===== src/rtl/router_fsm.sv =====
// Packet-sequencing controller for the 1x3 router: walks each packet through
// header decode, payload load, full stall and parity, and drives the strobes.
module router_fsm #(
  parameter int ADDR_W = 2
) (
  input  logic              clk,
  input  logic              reset_in,
  input  logic              pkt_valid,
  input  logic [ADDR_W-1:0] data_in,
  input  logic              fifo_full,
  input  logic              fifo_empty_0,
  input  logic              fifo_empty_1,
  input  logic              fifo_empty_2,
  input  logic              soft_rst_0,
  input  logic              soft_rst_1,
  input  logic              soft_rst_2,
  input  logic              parity_done,
  input  logic              low_pkt_valid,
  output logic              detect_add,
  output logic              write_en_reg,
  output logic              lfd_state,
  output logic              ld_state,
  output logic              laf_state,
  output logic              full_state,
  output logic              rst_int_reg,
  output logic              busy,
  output logic [2:0]        dbg_state_o
);

  typedef enum logic [2:0] {
    DECODE_ADDRESS     = 3'd0,
    LOAD_FIRST_DATA    = 3'd1,
    LOAD_DATA          = 3'd2,
    FIFO_FULL_STATE    = 3'd3,
    LOAD_AFTER_FULL    = 3'd4,
    LOAD_PARITY        = 3'd5,
    CHECK_PARITY_ERROR = 3'd6,
    WAIT_TILL_EMPTY    = 3'd7
  } state_t;

  localparam logic [ADDR_W-1:0] RSVD_ADDR = ADDR_W'(3);

  state_t            state_q, state_d;
  logic [ADDR_W-1:0] addr_q, addr_d;
  logic              hdr_ok;
  logic              live_empty;
  logic              sel_empty;
  logic              sel_srst;

  // Flag muxes: live header address for the decode decision, latched address afterwards.
  always_comb begin
    live_empty = 1'b0;
    case (data_in)
      ADDR_W'(0): live_empty = fifo_empty_0;
      ADDR_W'(1): live_empty = fifo_empty_1;
      ADDR_W'(2): live_empty = fifo_empty_2;
      default:    live_empty = 1'b0;
    endcase
    sel_empty = 1'b0;
    sel_srst  = 1'b0;
    case (addr_q)
      ADDR_W'(0): begin sel_empty = fifo_empty_0; sel_srst = soft_rst_0; end
      ADDR_W'(1): begin sel_empty = fifo_empty_1; sel_srst = soft_rst_1; end
      ADDR_W'(2): begin sel_empty = fifo_empty_2; sel_srst = soft_rst_2; end
      default:    begin sel_empty = 1'b0;         sel_srst = 1'b0;       end
    endcase
  end

  assign hdr_ok = pkt_valid && (data_in != RSVD_ADDR);

  always_comb begin
    state_d = state_q;
    addr_d  = addr_q;
    case (state_q)
      DECODE_ADDRESS: begin
        if (hdr_ok) begin
          addr_d  = data_in;
          state_d = live_empty ? LOAD_FIRST_DATA : WAIT_TILL_EMPTY;
        end
      end
      LOAD_FIRST_DATA: state_d = LOAD_DATA;
      LOAD_DATA: begin
        if (fifo_full)       state_d = FIFO_FULL_STATE;
        else if (!pkt_valid) state_d = LOAD_PARITY;
      end
      FIFO_FULL_STATE: begin
        if (!fifo_full) state_d = LOAD_AFTER_FULL;
      end
      LOAD_AFTER_FULL: begin
        if (parity_done)        state_d = DECODE_ADDRESS;
        else if (low_pkt_valid) state_d = LOAD_PARITY;
        else                    state_d = LOAD_DATA;
      end
      LOAD_PARITY:        state_d = CHECK_PARITY_ERROR;
      CHECK_PARITY_ERROR: state_d = fifo_full ? FIFO_FULL_STATE : DECODE_ADDRESS;
      WAIT_TILL_EMPTY: begin
        if (sel_empty) state_d = LOAD_FIRST_DATA;
      end
      default: state_d = DECODE_ADDRESS;
    endcase
    // A timeout on the FIFO being served abandons the packet outright.
    if ((state_q != DECODE_ADDRESS) && sel_srst) state_d = DECODE_ADDRESS;
  end

  // Outputs are registered from the next state so they track the current state without glitches.
  always_ff @(posedge clk or posedge reset_in) begin
    if (reset_in) begin
      state_q      <= DECODE_ADDRESS;
      addr_q       <= '0;
      detect_add   <= 1'b1;
      write_en_reg <= 1'b0;
      lfd_state    <= 1'b0;
      ld_state     <= 1'b0;
      laf_state    <= 1'b0;
      full_state   <= 1'b0;
      rst_int_reg  <= 1'b0;
      busy         <= 1'b0;
    end else begin
      state_q      <= state_d;
      addr_q       <= addr_d;
      detect_add   <= (state_d == DECODE_ADDRESS);
      write_en_reg <= (state_d == LOAD_DATA) || (state_d == LOAD_PARITY) ||
                      (state_d == LOAD_AFTER_FULL);
      lfd_state    <= (state_d == LOAD_FIRST_DATA);
      ld_state     <= (state_d == LOAD_DATA);
      laf_state    <= (state_d == LOAD_AFTER_FULL);
      full_state   <= (state_d == FIFO_FULL_STATE);
      rst_int_reg  <= (state_d == CHECK_PARITY_ERROR);
      busy         <= (state_d != DECODE_ADDRESS) && (state_d != LOAD_DATA);
    end
  end

  assign dbg_state_o = state_q;

endmodule


===== config.mk =====
export PLATFORM = sky130hd
export DESIGN_NAME = router_fsm
export DESIGN_NICKNAME = d
export VERILOG_FILES = /design/src/rtl/router_fsm.sv
export SDC_FILE = /design/constraint.sdc
export NUM_CORES = 1
export LEC_CHECK = 0
export CORE_MARGIN = 10
export CORE_UTILIZATION = 48
export DETAILED_ROUTE_END_ITERATION = 8
export HOLD_SLACK_MARGIN = 0.02
export PLACE_DENSITY = 0.93
export RECOVER_POWER = 25
export SYNTH_ARGS = -nofsm -noshare
export SYNTH_HDL_FRONTEND = slang
export SYNTH_SLANG_ARGS = --single-unit

===== constraint.sdc =====
create_clock -name clk -period 5.05 [get_ports clk]
set_clock_uncertainty 0.15 [all_clocks]
set_input_delay 0.7575 -clock clk [delete_from_list [all_inputs] [get_ports clk]]
set_output_delay 0.7575 -clock clk [all_outputs]
set_load 0.03 [all_outputs]

==> results of run 1 <==
==> layout by cell type, fill, tap and decap left out, types with 3 or more instances in the layout <==
cell	instances
nor3_1	4
nand2_1	3
inv_1	4
dfrtp_1	12
clkdlybuf4s50_1	23
mux2i_1	4
nor2_1	12
clkbuf_4	3
==> layer usage <==
layer / track usage / vias up
met2: 0.179 / 23
met5: 0 / -
met3: 0.0432 / 4
met1: 0.107 / 353
li1: - / 346
met4: 0.0251 / 0
==> cells by family after synthesis <==
group	synth area share
flops	0.404
buf+inv	0.0464
mux	0.0495
compound gates	0.271
simple gates	0.229
==> power groups by stage <==
| stage | sequential (mW) | combinational, mW | clock [mW] |
|---|---|---|---|
| final | 0.196 | 0.416 | 0.0615 |
| after global routing | 0.203 | 0.444 | 0.0684 |
| after CTS | 0.196 | 0.419 | 0.0630 |
| after detailed placement | 0.198 | 0.416 | 0 |
| after global placement | 0.194 | 0.406 | 0 |
| after floorplan | 0.246 | 0.250 | 0 |
==> layout make-up <==
cell class,instances,area (um2)
Timing Repair Buffer,24,240
Tap cell,16,20.0
Inverter,4,15.0
Multi-Input combinational cell,59,444
Fill cell,126,469
Sequential cell,13,327
Clock buffer,4,26.3
==> final timing paths <==
kind	slack, ns	to	from	cells past startpoint
max	2.57	dbg_state_o[1]	dbg_state_o[1]	1
min	0.48	addr_q[0]	addr_q[0]	1
max reg2reg	3.17	detect_add	dbg_state_o[0]	5
min reg2reg	0.48	addr_q[0]	addr_q[0]	1
max in group asynchronous	3.65	detect_add	reset_in	2
min in group asynchronous	0.77	addr_q[1]	reset_in	2
==> metrics.md, run 1 <==
| Metric | Value |
|---|---|
| Die height | `roughly 60 um` |
| Worst-Margin Slew | `0.608 ns` |
| WL met2 | `955 um` |
| CP required | `4.14 ns` |
| Setup CP Type | `reg -> out` |
| # IOs | `25` |
| Nets | `about 120` |
| Clock buffer depth | `2` |
| CP max stage delay | `0.75 ns` |
| Min-Delay Path Class | `reg -> reg` |
| Overflow after GRT | `0` |
| Clk pin slew, worst setup/hold paths | `0.08 ns` |
| Routed Antenna Nets | `0` |
| Pre-CTS WS | `about 2.4 ns` |
| Clock power share | `0.091` |
| Worst Setup Slack, final | `about 2.6 ns` |
| DP HPWL | `1.55 mm` |
| Vias in the first global route | `695` |
| Delay-heaviest family, CP | `buffers and inverters` |
| Pleak | `roughly 0.45 nW` |
| Starting Density | `0.524` |
| Synth unique cells | `35` |
| Crit. End Element | `primary output` |
| Worst-Skew Late Latency | `0.27 ns` |
| Num CTS Buffers | `3` |
| Total power | `674 uW` |
| Post-DP Area | `roughly 0.0010 mm2` |
| Core area | `0.00154 mm2` |
| Yosys reg bits | `13` |
| Crit start category | `flop` |
| FMAX | `403 MHz` |
| Share of cells above drive strength 1 | `0.125` |
| DR vias | `726` |
| Pre-Repair DR Iteration Count | `4` |
| Area growth, synth to finish | `32.7%` |
| Worst hold margin | `around 0.48 ns` |
| Utilization after layout | `0.696` |
| Avg Vias per Cell | `approximately 6.1` |
| Antenna violations before repair | `0` |
| First DRT Iteration DRCs | `14` |
| CTS H-tree lvls | `1` |
| Main synth FF type | `dfrtp_1` |
| EDFF count, synth | `0` |
| Top Metal Used | `met4` |
| Die area | `0.00373 mm2` |
| First-pass GRT wire length | `2.92 mm` |
| # DRC | `0` |
| Post-DR wirelength/cell | `15.6 um` |
| Number of antenna diodes | `0` |
| Slowest-stage cell, CP | `clkdlybuf4s50_1` |
| Mapped Cells | `78` |
| Slew headroom | `0.591` |
| Unrepaired setup endpoints after global routing | `false` |
| Setup Fix Bufs, Post-CTS | `0` |
| RD Place Congestion | `0.834` |
| Tot GR Track Use | `0.101` |
| Post-synth top area cell | `dfrtp_1` |
| Wl on met1 | `around 750 um` |
| Largest cells by area after synthesis | `dfrtp_1, nor2_1, mux2i_1, a32oi_4, dfstp_2` |
| Worst vdd ir | `0.317 mV` |
| CTS tree | `done` |
| Met3 wire len | `141 um` |
| Die Width | `61.0 um` |
| Crit path buffers/inverters | `1` |
| Sw Pwr | `313 uW` |
| Final worst-path cycle share | `0.491` |
| Routed WL | `around 1.9 mm` |
| Reg power frac | `0.291` |
| Placed Cells | `116` |
| Ys async rst share | `1.00` |
| Combinational share of power | `0.618` |
| Commonest cells in the netlist | `dfrtp_1, nor2_1, inv_1, mux2i_1, nor3_1` |
| Clock root cell | `clkbuf_4` |
| Worst path cell trace | `clkdlybuf4s50_1` |
| Largest net degree at the start of global routing | `14` |
| Final Non-Filler Cells | `between 100 and 150` |
| Fin. max-slew vios | `0` |
| Resized cells post-CTS | `0` |
| Design Area, Final | `0.00107 mm2` |
| Post-synthesis sequential area ratio | `0.404` |
| Worst-path fanout max | `10` |
| Post-Syn Nets | `92` |
| Final Hold Fails | `0` |
| Max-cap violations | `0` |
| TNS Setup | `0 ns` |
| Tmin final | `2.48 ns` |
| Number of setup violations in the final report | `0` |
| Yosys top cell area share | `0.372` |
| Post-Syn Area | `808 um2` |
| Status | `finished clean` |
| I/O Buffers | `24` |
| Sw frac | `0.465` |
| Mapped Avg Cell Area | `10.4 um2` |
| Largest register FFs | `3` |
| Syn. warnings | `0` |
| Internal power | `approximately 360 uW` |
| CTS hold repair buffers | `0` |
| Pwr dens | `628 mW/mm2` |
| # rows | `14` |
| CTS sink cnt | `13` |
| WP data arrival | `1.57 ns` |
No activity file was read; power rests on OpenSTA's default activity.
==> inputs of run 2 (changes only) <==
- CORE_UTILIZATION: 48 -> 41
- PLACE_DENSITY: 0.93 -> 0.85
- clock period: 5.05 -> 2.1 ns (I/O delays scaled with it)
==> run 2 against run 1 <==
Against the previous run: core utilization fell by 11 points; sequential cell count unchanged; global-route usage increased by 0.081 points; cell count is 13% higher; sequential power grew 140%; via count down 1.4%; critical endpoint unchanged.
==> metrics.md, run 2 (synthesized netlist as in run 1, its figures left out) <==
| Metric | Value |
|---|---|
| Status | `finished clean` |
| CP required | `1.63 ns (-2.51 ns)` |
| Starting Density | `0.421 (-0.104)` |
| DR vias | `716 (-1.4%)` |
| Post-DP Area | `0.00109 mm2 (+4.2%)` |
| Tmin final | `around 2.0 ns` |
| Max-cap violations | `0 (unchanged)` |
| WP data arrival | `1.57 ns (about the same)` |
| Worst-Margin Slew | `0.467 ns (-0.142 ns)` |
| Final worst-path cycle share | `0.971` |
| FMAX | `491 MHz` |
| Worst path cell trace | `clkdlybuf4s50_1` |
| I/O Buffers | `24 (unchanged)` |
| Avg Vias per Cell | `5.30 (-12%)` |
| Post-DR wirelength/cell | `15.5 um (-0.74%)` |
| Vias in the first global route | `782 (+13%)` |
| Core area | `0.00192 mm2 (+25%)` |
| Resized cells post-CTS | `0 (unchanged)` |
| # DRC | `0 (unchanged)` |
| Clock buffer depth | `2 (unchanged)` |
| Slew headroom | `0.688 (+0.0975)` |
| Setup CP Type | `reg -> out` |
| DP HPWL | `1.73 mm (+11%)` |
| Nets | `123 (+3.4%)` |
| Largest register FFs | `3 (unchanged)` |
| Delay-heaviest family, CP | `buffers and inverters` |
| Routed WL | `2.09 mm (+12%)` |
| Area growth, synth to finish | `38.1%` |
| Fin. max-slew vios | `0 (unchanged)` |
| Slowest-stage cell, CP | `clkdlybuf4s50_1` |
| Clk pin slew, worst setup/hold paths | `0.08 ns (about the same)` |
| Number of antenna diodes | `0 (unchanged)` |
| Setup Fix Bufs, Post-CTS | `0 (unchanged)` |
| CP max stage delay | `0.75 ns (about the same)` |
| Design Area, Final | `0.00112 mm2 (+4.1%)` |
| Routed Antenna Nets | `0 (unchanged)` |
| CTS H-tree lvls | `1 (unchanged)` |
| Unrepaired setup endpoints after global routing | `false` |
| Number of setup violations in the final report | `0 (unchanged)` |
| # IOs | `25 (unchanged)` |
| Antenna violations before repair | `0 (unchanged)` |
| Num CTS Buffers | `3 (unchanged)` |
| Min-Delay Path Class | `in -> async` |
| Crit. End Element | `primary output` |
| Worst vdd ir | `0.737 mV (+130%)` |
| Pwr dens | `1490 mW/mm2 (+140%)` |
| # rows | `16 (+2)` |
| CTS hold repair buffers | `0 (unchanged)` |
| Pleak | `0.475 nW (+4.3%)` |
| Final Hold Fails | `0 (unchanged)` |
| RD Place Congestion | `0.783 (-6.1%)` |
| TNS Setup | `0 ns (unchanged)` |
| Die Width | `64.4 um (+5.5%)` |
| Die area | `0.00415 mm2 (+11%)` |
| Commonest cells after routing, fill and taps aside | `clkdlybuf4s50_1, nor2_1, dfrtp_1` |
| Pre-Repair DR Iteration Count | `4 (unchanged)` |
| First DRT Iteration DRCs | `26 (+12)` |
| Most common cell after layout, fill and taps aside | `clkdlybuf4s50_1` |
| CTS sink cnt | `13 (unchanged)` |
| Worst-path fanout max | `10 (unchanged)` |
| First-pass GRT wire length | `3.53 mm (+21%)` |
| Share of cells above drive strength 1 | `0.157 (+0.0324)` |
| Crit path buffers/inverters | `1 (unchanged)` |
| Tot GR Track Use | `0.102 (+0.000805)` |
| Largest net degree at the start of global routing | `14 (unchanged)` |
| Crit start category | `flop` |
| Fillers | `180 (+43%)` |
| Worst-Skew Late Latency | `0.27 ns (about the same)` |
| Die height | `64.4 um (+5.5%)` |
| Overflow after GRT | `0 (unchanged)` |
| Clock root cell | `clkbuf_4` |
| CTS tree | `done` |
## run 2: cell types whose count changed in the layout (fill, tap and decap cells not counted), sizes merged
cell,before,now
buf,0,4
## run 2: path summary, 6_finish.rpt
kind	start	end	slack [ns]	cells after the start
max	dbg_state_o[1]	dbg_state_o[1]	0.06	1
min	reset_in	dbg_state_o[1]	0.33	2
max reg2reg	dbg_state_o[1]	write_en_reg	0.21	4
min reg2reg	addr_q[0]	addr_q[0]	0.45	1
max in group asynchronous	reset_in	detect_add	1.13	2
min in group clk	addr_q[0]	addr_q[0]	0.45	1
## run 2: power breakdown
part	total [mW]	switching [mW]	internal (mW)
logic	1.04	0.582	0.459
registers	0.467	0.107	0.360
clock network	0.150	0.0769	0.0736
total	1.66	0.766	0.893
## run 2: layer usage
layer | global-route usage | share of wire
met5 | 0 | 0
met3 | 0.0209 | 0.039
met1 | 0.103 | 0.40
met4 | 0.0668 | 0.015
met2 | 0.183 | 0.55
## run 2: area by class of cell
cell class	count	area (um2)	share of cell area
multi-input cells	59	444	0.398
inverters	4	15.0	0.0135
clock buffers	4	26.3	0.0235
flip-flops and latches	13	327	0.293
well taps	27	33.8	0.0303
repair buffers	28	270	0.242
## run 2: metrics by stage
stage	setup slack, ns	total power [mW]	util	instances	hold WS (ns)
after CTS	0.0491	1.67	0.581	135	0.204
after detailed placement	-0.0127	1.51	0.567	131	0.436
after global placement	0.0232	1.47	0.567	131	0.431
after global routing	0.00411	1.77	0.581	135	0.372
final	0.0616	1.66	0.581	135	0.332
after floorplan	0.199	1.19	-	78	0.0412
==> inputs of run 3 (changes only) <==
- CORE_UTILIZATION: 41 -> 35
- PLACE_DENSITY: 0.85 -> 0.76
- TNS_END_PERCENT: unset -> 20
==> run 3 against run 2 <==
Against the previous run: via count rose by 0.70%; combinational power fell by 4%; maximum frequency grew 0.81%.
==> metrics.md, run 3 (synthesized netlist as in run 1, its figures left out) <==
| Metric | Value |
|---|---|
| Status | `finished clean` |
| Tmin final | `2.02 ns (-0.0163 ns)` |
| Number of setup violations in the final report | `0 (unchanged)` |
| Avg Vias per Cell | `5.34 (+0.70%)` |
| Internal power | `878 uW (-1.7%)` |
| CTS sink cnt | `13 (unchanged)` |
| Largest register FFs | `3 (unchanged)` |
| Clk pin slew, worst setup/hold paths | `0.07 ns (about the same)` |
| Largest net degree at the start of global routing | `14 (unchanged)` |
| CTS tree | `done` |
| Nets | `122 (-0.81%)` |
| WP data arrival | `1.56 ns (about the same)` |
| Clock buffer depth | `2 (unchanged)` |
| Commonest cells after routing, fill and taps aside | `clkdlybuf4s50_1, nor2_1, dfrtp_1` |
| Design Area, Final | `0.00111 mm2 (-0.56%)` |
| Die Width | `68.1 um (+5.7%)` |
| CTS H-tree lvls | `1 (unchanged)` |
| First-pass GRT wire length | `3.19 mm (-9.4%)` |
| Combinational share of power | `0.620 (-0.008)` |
| DR vias | `721 (+0.70%)` |
| # DRC | `0 (unchanged)` |
| Worst-path fanout max | `10 (unchanged)` |
| Pleak | `0.470 nW (-1.0%)` |
| Worst-Skew Late Latency | `0.27 ns (about the same)` |
| CP max stage delay | `0.74 ns (about the same)` |
| RD Place Congestion | `0.806 (+2.9%)` |
| Final Hold Fails | `0 (unchanged)` |
| Reg power frac | `0.290 (+0.008)` |
| Max-cap violations | `0 (unchanged)` |
| Post-DP Area | `0.00108 mm2 (-0.57%)` |
| Core area | `0.00221 mm2 (+15%)` |
| CP required | `1.63 ns (about the same)` |
| Tot GR Track Use | `0.0909 (-0.0109)` |
| Worst vdd ir | `0.770 mV (+4.3%)` |
| Antenna violations before repair | `0 (unchanged)` |
| First DRT Iteration DRCs | `18 (-31%)` |
| Num CTS Buffers | `3 (unchanged)` |
| Worst path cell trace | `clkdlybuf4s50_1` |
| Starting Density | `0.365 (-0.0552)` |
| Total power | `1.62 mW (-2.5%)` |
| Crit. End Element | `primary output` |
| Vias in the first global route | `746 (-4.6%)` |
| R2r startpoint | `dbg_state_o[1]` |
| Final worst-path cycle share | `0.963 (-0.00777)` |
| Final Non-Filler Cells | `135 (unchanged)` |
| FF-to-FF End | `laf_state` |
| Area growth, synth to finish | `37.3%` |
| CTS hold repair buffers | `0 (unchanged)` |
| Sw Pwr | `739 uW (-3.5%)` |
| Routed Antenna Nets | `0 (unchanged)` |
| Clock root cell | `clkbuf_4` |
| Unrepaired setup endpoints after global routing | `false` |
| Placed Cells | `131 (unchanged)` |
| Pwr dens | `1460 mW/mm2 (-2.0%)` |
| FMAX | `495 MHz (+0.81%)` |
| Delay-heaviest family, CP | `buffers and inverters` |
| Routed WL | `1.91 mm (-8.7%)` |
| # IOs | `25 (unchanged)` |
| DP HPWL | `1.61 mm (-6.9%)` |
| Die height | `68.1 um (+5.7%)` |
| Post-DR wirelength/cell | `14.1 um (-8.7%)` |
| Sw frac | `0.457 (-0.00476)` |
| Slew headroom | `0.695 (+0.00685)` |
| Pre-Repair DR Iteration Count | `4 (unchanged)` |
| Setup CP Type | `reg -> out` |
| R2R cell count | `4 (unchanged)` |
| Overflow after GRT | `0 (unchanged)` |
| # rows | `17 (+1)` |
| Setup Fix Bufs, Post-CTS | `0 (unchanged)` |
| Crit start category | `flop` |
| Reg-to-reg slack, setup | `0.22 ns (about the same)` |
| Worst-Margin Slew | `0.457 ns (-0.0103 ns)` |
| Crit path buffers/inverters | `1 (unchanged)` |
| Number of antenna diodes | `0 (unchanged)` |
| Fillers | `216 (+20%)` |
| Fin. max-slew vios | `0 (unchanged)` |
| Min-Delay Path Class | `in -> async` |
| Slowest-stage cell, CP | `clkdlybuf4s50_1` |
| Resized cells post-CTS | `0 (unchanged)` |
| Die area | `0.00463 mm2 (+12%)` |
| Share of cells above drive strength 1 | `0.150 (-0.00787)` |
| Most common cell after layout, fill and taps aside | `clkdlybuf4s50_1` |
| Clock power share | `0.090 (about the same)` |
| I/O Buffers | `24 (unchanged)` |
## run 3: cell count changes in the layout (fill, tap and decap cells not counted), sizes merged
cell / change
buf: -1
## run 3: worst reg2reg max path: stages, from the launching register on
cell     delay [ns]
dfrtp_1        0.50
or3_4          0.48
o31ai_4        0.26
o21ai_1        0.14
nor4_1         0.24
## run 3: layout make-up
class / instances / area (um2) / share of cell area
inverter: 4 / 15.0 / 0.0135
clock buffer: 4 / 26.3 / 0.0237
tap: 28 / 35.0 / 0.0316
multi-input combinational: 59 / 444 / 0.400
timing repair buffer: 27 / 263 / 0.237
sequential: 13 / 327 / 0.294
## run 3: power groups by stage
stage | clock network (mW) | logic (mW) | registers (mW)
floorplan | 0 | 0.602 | 0.591
global placement | 0 | 0.988 | 0.471
detailed placement | 0 | 1.01 | 0.476
CTS | 0.150 | 1.01 | 0.470
global route | 0.167 | 1.09 | 0.491
finish | 0.145 | 1.00 | 0.469
## run 3: worst max-delay path by stage
stage                               from             end  slack, ns  cells past startpoint
after floorplan           dbg_state_o[0]      detect_add       0.20                      5
after global placement         pkt_valid       laf_state      0.005                      8
after detailed placement       pkt_valid       laf_state      -0.02                      8
after CTS                 dbg_state_o[1]  dbg_state_o[1]       0.07                      1
after global routing      dbg_state_o[0]  dbg_state_o[0]      0.005                      1
final                     dbg_state_o[1]  dbg_state_o[1]       0.08                      1
## run 3: through the flow
stage | util | setup TNS, ns | worst slack (ns) | hold WS, ns
after floorplan | - | 0 | 0.199 | 0.0412
after global placement | 0.490 | 0 | 0.00504 | 0.430
after detailed placement | 0.490 | -0.0305 | -0.0190 | 0.433
after CTS | 0.502 | 0 | 0.0688 | 0.207
after global routing | 0.502 | 0 | 0.00488 | 0.372
final | 0.502 | 0 | 0.0780 | 0.333
## run 3: layer usage
layer | GRT usage | share of wire | up-vias
met2 | 0.155 | 0.50 | 24
met4 | 0.0377 | 0.013 | 0
met1 | 0.0975 | 0.42 | 342
met5 | 0 | 0 | -
met3 | 0.0375 | 0.065 | 5
li1 | - | - | 350
